===== src/rtl/fp32_subtractor_seq_pkg.sv =====
// ============================================================================
// Module   : fp32_subtractor_seq_pkg
// Brief    : FP32 field positions and FSM state encoding for the serial
//            subtractor.
// Revision : 1.0 - initial release
// ============================================================================
`default_nettype none

package fp32_subtractor_seq_pkg;

   localparam int unsigned c_exp_msb = 30;
   localparam int unsigned c_exp_lsb = 23;
   localparam int unsigned c_man_msb = 22;

   typedef enum logic [2:0] {
      ST_IDLE  = 3'd0,
      ST_ALIGN = 3'd1,
      ST_OP    = 3'd2,
      ST_NORM  = 3'd3,
      ST_DONE  = 3'd4
   } fsm_state_t;

endpackage

`default_nettype wire


===== src/rtl/fp32_unpack.sv =====
// ============================================================================
// Module   : fp32_unpack
// Brief    : Splits a float word into sign, effective exponent and mantissa
//            with the hidden bit made explicit.
// Revision : 1.0 - initial release
// ============================================================================
`default_nettype none

module fp32_unpack #(
   parameter int EXP_W = 8,
   parameter int MAN_W = 23
) (
   input  logic [EXP_W+MAN_W:0] i_word,
   output logic                 o_sign,
   output logic [EXP_W-1:0]     o_exp,
   output logic [MAN_W:0]       o_man
);

   logic w_is_denorm;

   assign w_is_denorm = (i_word[EXP_W+MAN_W-1:MAN_W] == '0);
   assign o_sign      = i_word[EXP_W+MAN_W];
   // Denormals share the scale of exponent 1 but carry no hidden bit.
   assign o_exp       = w_is_denorm ? EXP_W'(1) : i_word[EXP_W+MAN_W-1:MAN_W];
   assign o_man       = {~w_is_denorm, i_word[MAN_W-1:0]};

endmodule

`default_nettype wire


===== src/rtl/fp32_subtractor_seq.sv =====
// ============================================================================
// Module   : fp32_subtractor_seq
// Brief    : Multi-cycle single-precision subtractor (a - b), one alignment or
//            normalisation bit per cycle, truncating, valid/ready on both sides.
// Revision : 1.0 - initial release
// ============================================================================
`default_nettype none

module fp32_subtractor_seq
   import fp32_subtractor_seq_pkg::*;
#(
   parameter int EXP_W = c_exp_msb - c_exp_lsb + 1,
   parameter int MAN_W = c_man_msb + 1
) (
   input  logic                 i_clk,
   input  logic                 i_rst_n,
   input  logic                 i_valid,
   output logic                 o_ready,
   input  logic [EXP_W+MAN_W:0] i_a,
   input  logic [EXP_W+MAN_W:0] i_b,
   output logic                 o_valid,
   input  logic                 i_ready,
   output logic [EXP_W+MAN_W:0] o_result
);

   localparam int               c_dp_w      = MAN_W + 2;
   localparam logic [EXP_W-1:0] c_far_shift = EXP_W'(c_dp_w);
   localparam logic [EXP_W:0]   c_exp_inf   = {1'b0, {EXP_W{1'b1}}};
   localparam logic [EXP_W:0]   c_exp_one   = (EXP_W+1)'(1);

   logic             w_sign_a, w_sign_b_raw, w_sign_b;
   logic [EXP_W-1:0] w_exp_a, w_exp_b;
   logic [MAN_W:0]   w_man_a, w_man_b;

   fp32_unpack #(.EXP_W(EXP_W), .MAN_W(MAN_W)) u_unpack_a (
      .i_word (i_a),
      .o_sign (w_sign_a),
      .o_exp  (w_exp_a),
      .o_man  (w_man_a)
   );

   fp32_unpack #(.EXP_W(EXP_W), .MAN_W(MAN_W)) u_unpack_b (
      .i_word (i_b),
      .o_sign (w_sign_b_raw),
      .o_exp  (w_exp_b),
      .o_man  (w_man_b)
   );

   // Subtraction is addition of the negated subtrahend.
   assign w_sign_b = ~w_sign_b_raw;

   logic             w_swap;
   logic             w_sign_l, w_sign_s;
   logic [EXP_W-1:0] w_exp_l, w_exp_s, w_diff;
   logic [MAN_W:0]   w_man_l, w_man_s;
   logic             w_far;

   assign w_swap   = (w_exp_b > w_exp_a);
   assign w_sign_l = w_swap ? w_sign_b : w_sign_a;
   assign w_sign_s = w_swap ? w_sign_a : w_sign_b;
   assign w_exp_l  = w_swap ? w_exp_b  : w_exp_a;
   assign w_exp_s  = w_swap ? w_exp_a  : w_exp_b;
   assign w_man_l  = w_swap ? w_man_b  : w_man_a;
   assign w_man_s  = w_swap ? w_man_a  : w_man_b;
   assign w_diff   = w_exp_l - w_exp_s;
   assign w_far    = (w_diff >= c_far_shift);

   fsm_state_t        r_state;
   logic              r_sign_l, r_sign_s, r_sign;
   logic [EXP_W:0]    r_exp;
   logic [MAN_W:0]    r_man_l, r_man_s;
   logic [EXP_W-1:0]  r_diff;
   logic [c_dp_w-1:0] r_m;
   logic [EXP_W:0]    w_exp_inc;

   assign w_exp_inc = r_exp + c_exp_one;
   assign o_ready   = (r_state == ST_IDLE);

   always_ff @(posedge i_clk or negedge i_rst_n) begin
      if (!i_rst_n) begin
         r_state  <= ST_IDLE;
         r_sign_l <= 1'b0;
         r_sign_s <= 1'b0;
         r_sign   <= 1'b0;
         r_exp    <= '0;
         r_man_l  <= '0;
         r_man_s  <= '0;
         r_diff   <= '0;
         r_m      <= '0;
         o_valid  <= 1'b0;
         o_result <= '0;
      end else begin
         case (r_state)
            ST_IDLE: begin
               if (i_valid) begin
                  r_sign_l <= w_sign_l;
                  r_sign_s <= w_sign_s;
                  r_exp    <= {1'b0, w_exp_l};
                  r_man_l  <= w_man_l;
                  // Beyond the datapath width every bit would shift out anyway.
                  r_man_s  <= w_far ? '0 : w_man_s;
                  r_diff   <= w_far ? '0 : w_diff;
                  r_state  <= (w_far || (w_diff == '0)) ? ST_OP : ST_ALIGN;
               end
            end

            ST_ALIGN: begin
               r_man_s <= r_man_s >> 1;
               r_diff  <= r_diff - EXP_W'(1);
               if (r_diff == EXP_W'(1)) begin
                  r_state <= ST_OP;
               end
            end

            ST_OP: begin
               if (r_sign_l == r_sign_s) begin
                  r_m    <= {1'b0, r_man_l} + {1'b0, r_man_s};
                  r_sign <= r_sign_l;
               end else if (r_man_l >= r_man_s) begin
                  r_m    <= {1'b0, r_man_l - r_man_s};
                  r_sign <= r_sign_l;
               end else begin
                  r_m    <= {1'b0, r_man_s - r_man_l};
                  r_sign <= r_sign_s;
               end
               r_state <= ST_NORM;
            end

            ST_NORM: begin
               if (r_m == '0) begin
                  r_sign  <= 1'b0;
                  r_exp   <= '0;
                  r_state <= ST_DONE;
               end else if (r_m[MAN_W+1]) begin
                  r_m   <= r_m >> 1;
                  r_exp <= w_exp_inc;
                  if (w_exp_inc == c_exp_inf) begin
                     r_m     <= '0;
                     r_state <= ST_DONE;
                  end
               end else if (!r_m[MAN_W] && (r_exp > c_exp_one)) begin
                  r_m   <= r_m << 1;
                  r_exp <= r_exp - c_exp_one;
               end else begin
                  // Still unnormalised at the minimum exponent: a denormal.
                  if (!r_m[MAN_W]) begin
                     r_exp <= '0;
                  end
                  r_state <= ST_DONE;
               end
            end

            ST_DONE: begin
               if (!o_valid) begin
                  o_valid  <= 1'b1;
                  o_result <= {r_sign, r_exp[EXP_W-1:0], r_m[MAN_W-1:0]};
               end else if (i_ready) begin
                  o_valid <= 1'b0;
                  r_state <= ST_IDLE;
               end
            end

            default: begin
               r_state <= ST_IDLE;
            end
         endcase
      end
   end

endmodule

`default_nettype wire


===== config.mk =====
export PLATFORM = sky130hd
export DESIGN_NAME = fp32_subtractor_seq
export DESIGN_NICKNAME = d
export VERILOG_FILES = /design/src/rtl/fp32_subtractor_seq_pkg.sv /design/src/rtl/fp32_unpack.sv /design/src/rtl/fp32_subtractor_seq.sv
export SDC_FILE = /design/constraint.sdc
export NUM_CORES = 1
export LEC_CHECK = 0
export CORE_MARGIN = 3
export CORE_UTILIZATION = 53
export DETAILED_ROUTE_END_ITERATION = 10
export GPL_TIMING_DRIVEN = 1
export PLACE_DENSITY = 0.83
export REMOVE_ABC_BUFFERS = 1
export SLEW_MARGIN = 25
export SYNTH_ARGS = -nofsm -noshare
export SYNTH_HDL_FRONTEND = slang
export SYNTH_SLANG_ARGS = --single-unit

===== constraint.sdc =====
create_clock -name i_clk -period 4.5 [get_ports i_clk]
set_clock_uncertainty 0.05 [all_clocks]
set_input_delay 0.9 -clock i_clk [delete_from_list [all_inputs] [get_ports i_clk]]
set_output_delay 0.9 -clock i_clk [all_outputs]
set_load 0.02 [all_outputs]

### After elaboration in Yosys (flattened, before gate mapping)

Cells that the tools add are included.

| operators by class | value |
|---|---|
| add/subtract/negate cells | 7 |
| multipliers | 0 |
| div/mod/pow operators | 0 |
| magnitude comparators | 4 |
| equality and inequality tests | 17 |
| shifts and indexed selects | 0 |
| multiplexer cells | 43 |
| bitwise logic cells | 4 |
| reduce and logical (&&, ||, !) cells | 19 |

Operator list:

| kind | number |
|---|---|
| 2-to-1 mux 24 bit | 6 |
| 2-to-1 mux 25 bit | 4 |
| one-hot mux 25 bit (2 select lines) | 1 |
| 2-to-1 mux 8 bit | 6 |
| one-hot mux 24 bit (2 select lines) | 1 |
| subtractor 24 bit | 2 |
| 2-to-1 mux 9 bit | 5 |
| adder 24 x 24 -> 25 bit | 1 |
| logical NOT 25 bit | 1 |
| greater-or-equal comparator 24 bit | 1 |
| logical NOT 8 bit | 3 |
| 2-to-1 mux 3 bit | 8 |
| one-hot mux 9 bit (2 select lines) | 1 |
| one-hot mux 8 bit (2 select lines) | 1 |
| one-hot mux 3 bit (5 select lines) | 1 |
| != test 2 bit, second input constant | 6 |
| AND reduction 2 bit | 5 |
| adder 9 x 1 -> 9 bit, second input constant | 1 |
| equality test 9 x 8 -> 1 bit, second input constant | 1 |
| > comparator 9 x 1 -> 1 bit, second input constant | 1 |
| subtractor 9 x 1 -> 9 bit, second input constant | 1 |
| equality test 8 x 1 -> 1 bit, second input constant | 1 |
| greater-or-equal comparator 8 x 5 -> 1 bit, second input constant | 1 |
| > comparator 8 bit | 1 |
| 20 further kinds | 34 |

| storage, ports and cells | value |
|---|---|
| register bits | 129 |
| bits in latches | 0 |
| bits in writable memories | 0 |
| ROM bits | 0 |
| input bits | 68 |
| output and inout port bits | 34 |
| logic and storage cells | 106 |
| memories kept | 0 |

### Longest topological paths before layout

Gate-level depths: netlist of the first run.

| logic depth | value |
|---|---|
| word-level depth | 10 |
| depth in mapped cells | 17 |

### Cells and area by module

Synthesis of the first run repeated with hierarchy kept, for this count alone.

| unflattened totals | value |
|---|---|
| cells, all modules | 1337 |
| area, all modules | 11330.9 µm² |

Modules (own cells, without submodules):

| module | instances | cells each | area each (µm²) | seq. area each (µm²) |
|---|---|---|---|---|
| fp32_subtractor_seq | 1 | 1267 | 10852.9 | 3228.1 |
| fp32_unpack | 2 | 35 | 239.0 | 0.0 |

### Worst setup path before layout of the first run

No wires, ideal clock.

| path | value |
|---|---|
| path type | input-to-reg |
| from | input port i_b[26] |
| to | register r_man_s[20] |
| setup time | 0.090 ns |
| arrival | 4.234 ns |
| setup slack | 0.126 ns |
| cell stages on the path | 16 |
| path buffers | 2 |
| path through | nor4_1 -> a21o_1 -> inv_2 -> ha_1 -> nand3_1 -> or4_1 -> buf_2 -> nand2_2 -> o21ai_4 -> mux2_4 -> or3_1 -> a41oi_1 -> o221a_2 -> nand4_4 -> buf_6 -> o221ai_1 |

| between the ends | value |
|---|---|
| word-level cells in the longest chain between the ends | 9 |
| elaborated cells between the ends (all ways) | 11 |
| classes of those cells | 1 x add/sub; 2 x order compare; 7 x mux; 1 x reduce/logical |

RTL lines:

| element | RTL line | source |
|---|---|---|
| start, declared | fp32_subtractor_seq.sv:20 | `input logic [EXP_W+MAN_W:0] i_b,` |
| logical NOT 8 bit | fp32_unpack.sv:21 | `assign w_is_denorm = (i_word[EXP_W+MAN_W-1:MAN_W] == '0);` |
| 2-to-1 mux 8 bit * | fp32_unpack.sv:24 | `assign o_exp = w_is_denorm ? EXP_W'(1) : i_word[EXP_W+MAN_W-1:MAN_W];` |
| > comparator 8 bit | fp32_subtractor_seq.sv:58 | `assign w_swap = (w_exp_b > w_exp_a);` |
| 2-to-1 mux 8 bit, on equally long branches | fp32_subtractor_seq.sv:61, fp32_subtractor_seq.sv:62 |  |
| subtractor 8 bit | fp32_subtractor_seq.sv:65 | `assign w_diff = w_exp_l - w_exp_s;` |
| greater-or-equal comparator 8 x 5 -> 1 bit | fp32_subtractor_seq.sv:66 | `assign w_far = (w_diff >= c_far_shift);` |
| 2-to-1 mux 24 bit * | fp32_subtractor_seq.sv:101 | `r_man_s <= w_far ? '0 : w_man_s;` |
| 2-to-1 mux 24 bit * | fp32_subtractor_seq.sv:95 | `if (i_valid) begin` |
| one-hot mux 24 bit (2 select lines) * | fp32_subtractor_seq.sv:93 | `case (r_state)` |
| end signal, assigned | fp32_subtractor_seq.sv:101 |  |
| end signal, assigned | fp32_subtractor_seq.sv:108 | `r_man_s <= r_man_s >> 1;` |
| end, declared | fp32_subtractor_seq.sv:71 | `logic [MAN_W:0] r_man_l, r_man_s;` |

Mark *: on every way between the ends. The rest lies on a longest branch, timed or not. The select of a mux whose other input is x is not followed.
A chain may end at the register's enable or synchronous reset.

### Worst setup path after layout of the first run

| path | value |
|---|---|
| from | input port i_a[27] |
| to | register r_man_s[4] |

| between the ends | value |
|---|---|
| word-level cells in the longest chain between the ends | 9 |
| elaborated cells between the ends (all ways) | 11 |
| classes of those cells | 1 x add/sub; 2 x order compare; 7 x mux; 1 x reduce/logical |

RTL lines:

| element | RTL line | source |
|---|---|---|
| start, declared | fp32_subtractor_seq.sv:19 | `input logic [EXP_W+MAN_W:0] i_a,` |
| logical NOT 8 bit | fp32_unpack.sv:21 |  |
| 2-to-1 mux 8 bit * | fp32_unpack.sv:24 |  |
| > comparator 8 bit | fp32_subtractor_seq.sv:58 |  |
| 2-to-1 mux 8 bit, on equally long branches | fp32_subtractor_seq.sv:61, fp32_subtractor_seq.sv:62 |  |
| subtractor 8 bit | fp32_subtractor_seq.sv:65 |  |
| greater-or-equal comparator 8 x 5 -> 1 bit | fp32_subtractor_seq.sv:66 |  |
| 2-to-1 mux 24 bit * | fp32_subtractor_seq.sv:101 |  |
| 2-to-1 mux 24 bit * | fp32_subtractor_seq.sv:95 |  |
| one-hot mux 24 bit (2 select lines) * | fp32_subtractor_seq.sv:93 |  |

Marked as above.

==> flow_summary.json, run 1 <==
{
  "outcome": "complete, no violations",
  "final_util": 0.677,
  "r2r-end": "r_m[22]$_DFFE_PN0P_",
  "worstRegToRegCells": 13,
  "start_kind": "input port",
  "synth_warnings": 0,
  "final_cell_mix": "nand2_1 (129), dfrtp_1 (129), nor2_1 (105)",
  "crit_slowest_cell": "or4_4",
  "initial_core_util": 0.551,
  "path_class": "in2reg",
  "clockBufferDepth": 2,
  "core_sq_um": 19800,
  "r2r_slack_ps": 340,
  "finalCritPeriodShare": 0.988,
  "insertion_delay_ps": 430,
  "num_vias": 10800,
  "drtPass1Iterations": 7,
  "routabilityCongestion": 0.979,
  "fmax_mhz": 225,
  "clkPwrFrac": 0.125,
  "synth_area_sq_um": 10900,
  "pwr_density_cell_nw_per_um2": 796,
  "io_pins": 102,
  "port_buffers": 101,
  "maxCapViolations": 0,
  "power_leakage_nw": 5.86,
  "min_period_ps": 4440,
  "cp.arrival_ps": 4680,
  "overflow": 0,
  "die_h_microns": 150,
  "wl_microns": 32800,
  "synth_area_leaders": "dfrtp_1 (30%), ha_1 (9.6%), nand2_1 (4.5%)",
  "numCtsBuffers": 17,
  "r2r-start": "r_man_l[5]$_DFFE_PN0P_",
  "synthDominantCellAreaShare": 0.295,
  "antenna_found_initial": 0,
  "seqPwrFrac": 0.222,
  "postRouteAntennaNets": 0,
  "cts_root_buffer": "clkbuf_16",
  "grt_max_degree": 74,
  "synthCells": 1309,
  "dieWidth_microns": 150,
  "fin_area_sq_um": 13400,
  "relSlewSlack": 0.396,
  "worst-endpoint-required_ps": 4740,
  "synth_cell_types": 81,
  "place_hpwl_microns": 23400,
  "critPathCaptureType": "flip-flop",
  "diodes": 0,
  "p_sw_w": 0.00534,
  "htree_num_levels": 4,
  "drt_iter0_markers": 1285,
  "crit_path_cell_trace": "clkdlybuf4s50_1 > nor3_2 > a21oi_2 > inv_1 > ha_4 > nand3_1 > or4_4 > and2_4 > a2111oi_4 > nor4_2 > a21oi_1 > buf_4 > a31oi_1 > a211o_1 > nand4_4 > clkbuf_16 > o221ai_1",
  "viasPerCell": 6.34,
  "clock-sinks": 129,
  "ys_async_sr_fraction": 1.00,
  "min_path_type": "in2async",
  "p_total_w": 0.0107,
  "grt_usage": 0.279,
  "num-nets-final": 1584,
  "postSynthAreaPerCell_sq_um": 8.35,
  "setup_viol_count_final": 0,
  "combPwrFrac": 0.653,
  "p_int_w": 0.00536,
  "grt_pass1_vias": 10000,
  "clkSlewWorstSetupHoldPaths_ps": 60,
  "synth_largest_area_cell": "dfrtp_1",
  "crit_path_max_fanout": 6,
  "worst_slew_pin_slew_ps": 903,
  "cp_slowest_stage_delay_ps": 600,
  "finalHoldViolCount": 0,
  "synth_ff_type": "dfrtp_1",
  "vdd_drop_max_uv": 409,
  "switching_share": 0.499,
  "synth_edf_count": 0,
  "yosysSeqAreaShare": 0.295,
  "grt_pass1_wl_microns": 50900,
  "dpl_cell_area_sq_um": 12500,
  "die_area_sq_um": 22400,
  "slew_viol_final": 0,
  "setup_tns_ps": 0,
  "ys_ff_latch": 129,
  "drc": 0,
  "cts_tree": "yes",
  "num_rows": 51,
  "wl_per_cell_microns": 19.2,
  "drive_gt1_frac": 0.146,
  "area_growth_pct": 22.9
}
## flip-flops by register name (all words and copies together) (netlist names)
name      count
r_sign_l      1
r_sign        1
r_state       3
r_man_s      24
r_exp         9
o_result     32
o_valid       1
r_man_l      24
r_m          25
r_diff        8
r_sign_s      1
## metrics by stage
step	hold slack (ps)	std cells	worst slack, ps
floorplan	397	1226	-856
detailed placement	445	1667	-548
CTS	457	1698	21.1
finish	424	1706	55.9
global route	462	1706	-60.6
global placement	408	1667	-434
## cell type report
type	count	area [sq um]
fill	1585	6420
clock inverter	11	105
inverter	92	345
clock buffer	20	457
multi-input combinational	1005	7240
sequential	129	3230
tap	265	332
timing repair buffer	184	1720
## cells in the mapped netlist, types with 5 or more instances
library cell	instances
nand3_1	32
o221ai_2	17
a22o_1	8
clkbuf_1	76
xnor2_1	19
nand4_1	13
o2111ai_1	8
ha_1	84
mux2i_1	40
a2111oi_0	7
a222oi_1	9
o21ai_0	63
or4_1	5
a21o_1	20
a31oi_1	39
a21oi_1	89
o21bai_1	21
o31ai_1	11
nor4_1	14
o311ai_0	5
nor2_1	106
or3_1	9
nor2b_1	12
a211o_1	5
nand2_1	130
and2_1	13
o211ai_1	7
o22ai_1	15
a211oi_1	17
nor3_1	32
mux2_2	36
o21a_1	12
inv_1	91
a221oi_1	11
o221ai_1	11
dfrtp_1	129
nand2b_1	11
## power by group through the flow
stage | clock network, W | registers [W] | logic [W]
detailed placement | 0 | 0.00237 | 0.00673
CTS | 0.00135 | 0.00235 | 0.00679
finish | 0.00134 | 0.00237 | 0.00698
floorplan | 0 | 0.00233 | 0.00461
global route | 0.00140 | 0.00245 | 0.00760
global placement | 0 | 0.00233 | 0.00659
## per-layer routing
layer | vias up | track usage | part of all wire
met3 | 66 | 0.0369 | 0.078
met1 | 5135 | 0.386 | 0.43
met4 | 0 | 0.0902 | 0.022
met5 | - | 0 | 0
met2 | 545 | 0.457 | 0.47
li1 | 5071 | - | -
## how the worst max path moves through the flow
stage,start,to,slack [ps],cells after the start
4_1_cts,i_b[26],r_man_s[20]$_DFFE_PN0P_,20,16
3_3_place_gp,i_b[26],r_man_s[0]$_DFFE_PN0P_,-430,16
6_report,i_a[27],r_man_s[4]$_DFFE_PN0P_,60,17
5_1_grt,i_a[27],r_man_s[4]$_DFFE_PN0P_,-60,17
3_5_place_dp,i_b[26],r_man_s[20]$_DFFE_PN0P_,-550,16
2_1_floorplan,i_b[26],r_man_s[0]$_DFFE_PN0P_,-860,14
## cells by family after synthesis
family | share of synthesized area
muxes | 0.0751
adders and majority gates | 0.102
AOI/OAI and AO/OA | 0.278
DFF | 0.295
xor gates and xnor gates | 0.0184
buffers and inverters | 0.0617
and+or+nand+nor | 0.170
## worst max-delay path: cells and delay by family
| family | cells | cell delay (ps) |
|---|---|---|
| buffers and inverters | 4 | 970 |
| and+or+nand+nor | 6 | 1280 |
| adders and majority gates | 1 | 280 |
| AOI/OAI and AO/OA | 6 | 1230 |
## timing repair
item / 4_1_cts / 5_1_grt
cloned: 0 / 3
setup buffers: 0 / 5
resized for setup: 2 / 43
pin swaps: 0 / 17
hold buffers: 0 / 0
endpoints found under the setup margin: 31 / 31
Note: power is estimated with default switching activity, not from simulation.
==> run 2, diff against run 1 <==
--- a/config.mk
+++ b/config.mk
@@ -11,6 +11,7 @@
 export GPL_TIMING_DRIVEN = 1
 export PLACE_DENSITY = 0.83
 export REMOVE_ABC_BUFFERS = 1
+export SKIP_LAST_GASP = 1
 export SLEW_MARGIN = 25
 export SYNTH_ARGS = -nofsm -noshare
 export SYNTH_HDL_FRONTEND = slang
==> results of run 2 <==
No change in the layout: final DEF, timing and power equal those of run 1.
==> run 3, diff against run 2 <==
--- a/config.mk
+++ b/config.mk
@@ -9,6 +9,7 @@
 export CORE_UTILIZATION = 53
 export DETAILED_ROUTE_END_ITERATION = 10
 export GPL_TIMING_DRIVEN = 1
+export MAX_ROUTING_LAYER = met4
 export PLACE_DENSITY = 0.83
 export REMOVE_ABC_BUFFERS = 1
 export SKIP_LAST_GASP = 1
==> run 3 against run 2 <==
Net effect:
- total power is 1.3% higher
- critical path depth shrank 1
- worst hold slack better by 24 ps
- global-route usage rose by 2.1 points
- first-iteration DRC count fell by 8.6%
- flip-flop and latch count did not move
- count of clock-buffer cells in the layout shrank 1
- non-clock buffer count increased by 5
- critical path type unchanged
- critical endpoint is now r_man_s[13]$_DFFE_PN0P_
- largest cell class unchanged
==> flow_summary.json, run 3 (same netlist as run 1, synthesis figures left out) <==
{
  "outcome": "complete, no violations",
  "numCtsBuffers": 17,
  "clock-sinks": 129,
  "antenna_found_initial": 0,
  "io_pins": 102,
  "area_growth_pct": 23.8,
  "setup_tns_ps": 0,
  "instances_no_fill": 1712,
  "viasPerCell": 6.38,
  "hold_ws_ps": 447,
  "core_sq_um": 19800,
  "overflow": 0,
  "grt_pass1_vias": 10300,
  "wl_microns": 32800,
  "fin_area_sq_um": 13500,
  "min_period_ps": 4350,
  "postRouteAntennaNets": 0,
  "min_path_type": "reg2reg",
  "slew_viol_final": 0,
  "grt_max_degree": 62,
  "drc": 0,
  "wl_per_cell_microns": 19.2,
  "final_cell_mix": "nand2_1 (129), dfrtp_1 (129), nor2_1 (105)",
  "finalHoldViolCount": 0,
  "setup_viol_count_final": 0,
  "place_hpwl_microns": 23500,
  "cts_tree": "yes",
  "cp_slowest_stage_delay_ps": 430,
  "port_buffers": 101,
  "pwr_density_cell_nw_per_um2": 801,
  "worst_slew_pin_slew_ps": 954,
  "min-delay-start": "r_diff[7]$_DFFE_PN0P_",
  "worst-endpoint-required_ps": 4790,
  "crit_path_cell_trace": "clkdlybuf4s50_1 > buf_4 > ha_1 > buf_4 > nand2_1 > o21ai_1 > and2_4 > a2111oi_4 > or2_4 > or3_4 > a41oi_2 > o221a_4 > nand4_4 > buf_12 > buf_16 > o221ai_2",
  "path_class": "in2reg",
  "worstRegToRegCells": 12,
  "dieWidth_microns": 150,
  "die_area_sq_um": 22400,
  "finalCritPeriodShare": 0.967,
  "whs_endpoint": "r_diff[7]$_DFFE_PN0P_",
  "drt_iter0_markers": 1174,
  "largest_register": "o_result",
  "relSlewSlack": 0.363,
  "r2r-start": "r_man_l[5]$_DFFE_PN0P_",
  "fillers": 1602,
  "crit_slowest_cell": "clkdlybuf4s50_1",
  "routabilityCongestion": 0.999,
  "diodes": 0,
  "dpl_cell_area_sq_um": 12500,
  "clkSlewWorstSetupHoldPaths_ps": 60,
  "clockBufferDepth": 2,
  "vdd_drop_max_uv": 375,
  "initial_core_util": 0.551,
  "num_rows": 51,
  "start_kind": "input port",
  "power_leakage_nw": 5.86,
  "fmax_mhz": 230,
  "largest_register_ffs": 32,
  "drive_gt1_frac": 0.150,
  "critPathCaptureType": "flip-flop",
  "placed_cells": 1668,
  "cp.arrival_ps": 4650,
  "rsz0062_at_grt": "yes",
  "crit_path_max_fanout": 6,
  "cts_root_buffer": "clkbuf_16",
  "num_vias": 10900,
  "num-nets-final": 1589,
  "insertion_delay_ps": 430,
  "grt_pass1_wl_microns": 53400,
  "r2r-end": "r_m[22]$_DFFE_PN0P_",
  "final_util": 0.682,
  "die_h_microns": 150,
  "holdPathStages": 1,
  "grt_usage": 0.301,
  "reg_top3": "o_result (32), r_m (25)",
  "r2r_slack_ps": 280,
  "htree_num_levels": 4,
  "critPathMostFrequentCell": "buf_4",
  "drtPass1Iterations": 8,
  "maxCapViolations": 0
}
[run 3: changes by cell type in the layout (fill, tap and decap cells not counted), moves of 3 or more]
cell,before,now
buf_4,79,82
dlymetal6s2s_1,13,6
dlygate4sd2_1,0,6
buf_16,0,3
[run 3: through the flow]
stage | setup WS [ps] | power (W)
2_1_floorplan | -856 | 0.00694
3_3_place_gp | -425 | 0.00894
3_5_place_dp | -648 | 0.00913
4_1_cts | 0.132 | 0.0106
5_1_grt | -9.93 | 0.0116
6_report | 146 | 0.0108
[run 3: layout make-up]
type                    count  area (sq um)  area share
clock buffers              19           443      0.0327
clock inverters            13           151      0.0112
inverters                  92           345      0.0255
multi-input cells        1005          7250       0.536
flip-flops and latches    129          3230       0.239
well taps                 265           332      0.0245
repair buffers            189          1780       0.131
[run 3: power breakdown]
| part | total [W] | internal (W) | switching [W] |
|---|---|---|---|
| Combinational | 0.00703 | 0.00288 | 0.00415 |
| Sequential | 0.00238 | 0.00170 | 0.000680 |
| Clock | 0.00142 | 0.000841 | 0.000575 |
| Total | 0.0108 | 0.00542 | 0.00541 |
[run 3: worst max-delay path by stage]
stage / from / slack (ps) / to / depth (start not counted)
global route: r_man_l[5]$_DFFE_PN0P_ / -10 / r_m[22]$_DFFE_PN0P_ / 12
global placement: i_b[26] / -420 / r_man_s[1]$_DFFE_PN0P_ / 16
finish: i_b[29] / 150 / r_man_s[13]$_DFFE_PN0P_ / 16
detailed placement: i_b[26] / -650 / r_man_s[3]$_DFFE_PN0P_ / 16
CTS: i_a[26] / 0.1 / r_man_s[21]$_DFFE_PN0P_ / 17
floorplan: i_b[26] / -860 / r_man_s[0]$_DFFE_PN0P_ / 14
[run 3: what timing repair did]
item                                    CTS  global route
pin swaps                                10            15
cloned                                    3             0
buffers inserted                          8             1
hold endpoints to repair                  0             0
hold buffers                              0             0
resized for setup                        27            24
endpoints found under the setup margin   29            32
[run 3: per-layer routing]
| metal | share of wire | vias up | GRT usage |
|---|---|---|---|
| met2 | 0.47 | 503 | 0.473 |
| met3 | 0.073 | 70 | 0.0457 |
| met1 | 0.44 | 5254 | 0.409 |
| met4 | 0.020 | 0 | 0.0810 |
| li1 | - | 5102 | - |
| met5 | 0 | - | - |
[run 3: worst max-delay path: cells and delay by family]
kind | cells | cell delay [ps]
and+or+nand+nor | 5 | 1240
AOI/OAI and AO/OA | 5 | 1110
buffers and inverters | 5 | 1090
adders and majority gates | 1 | 300
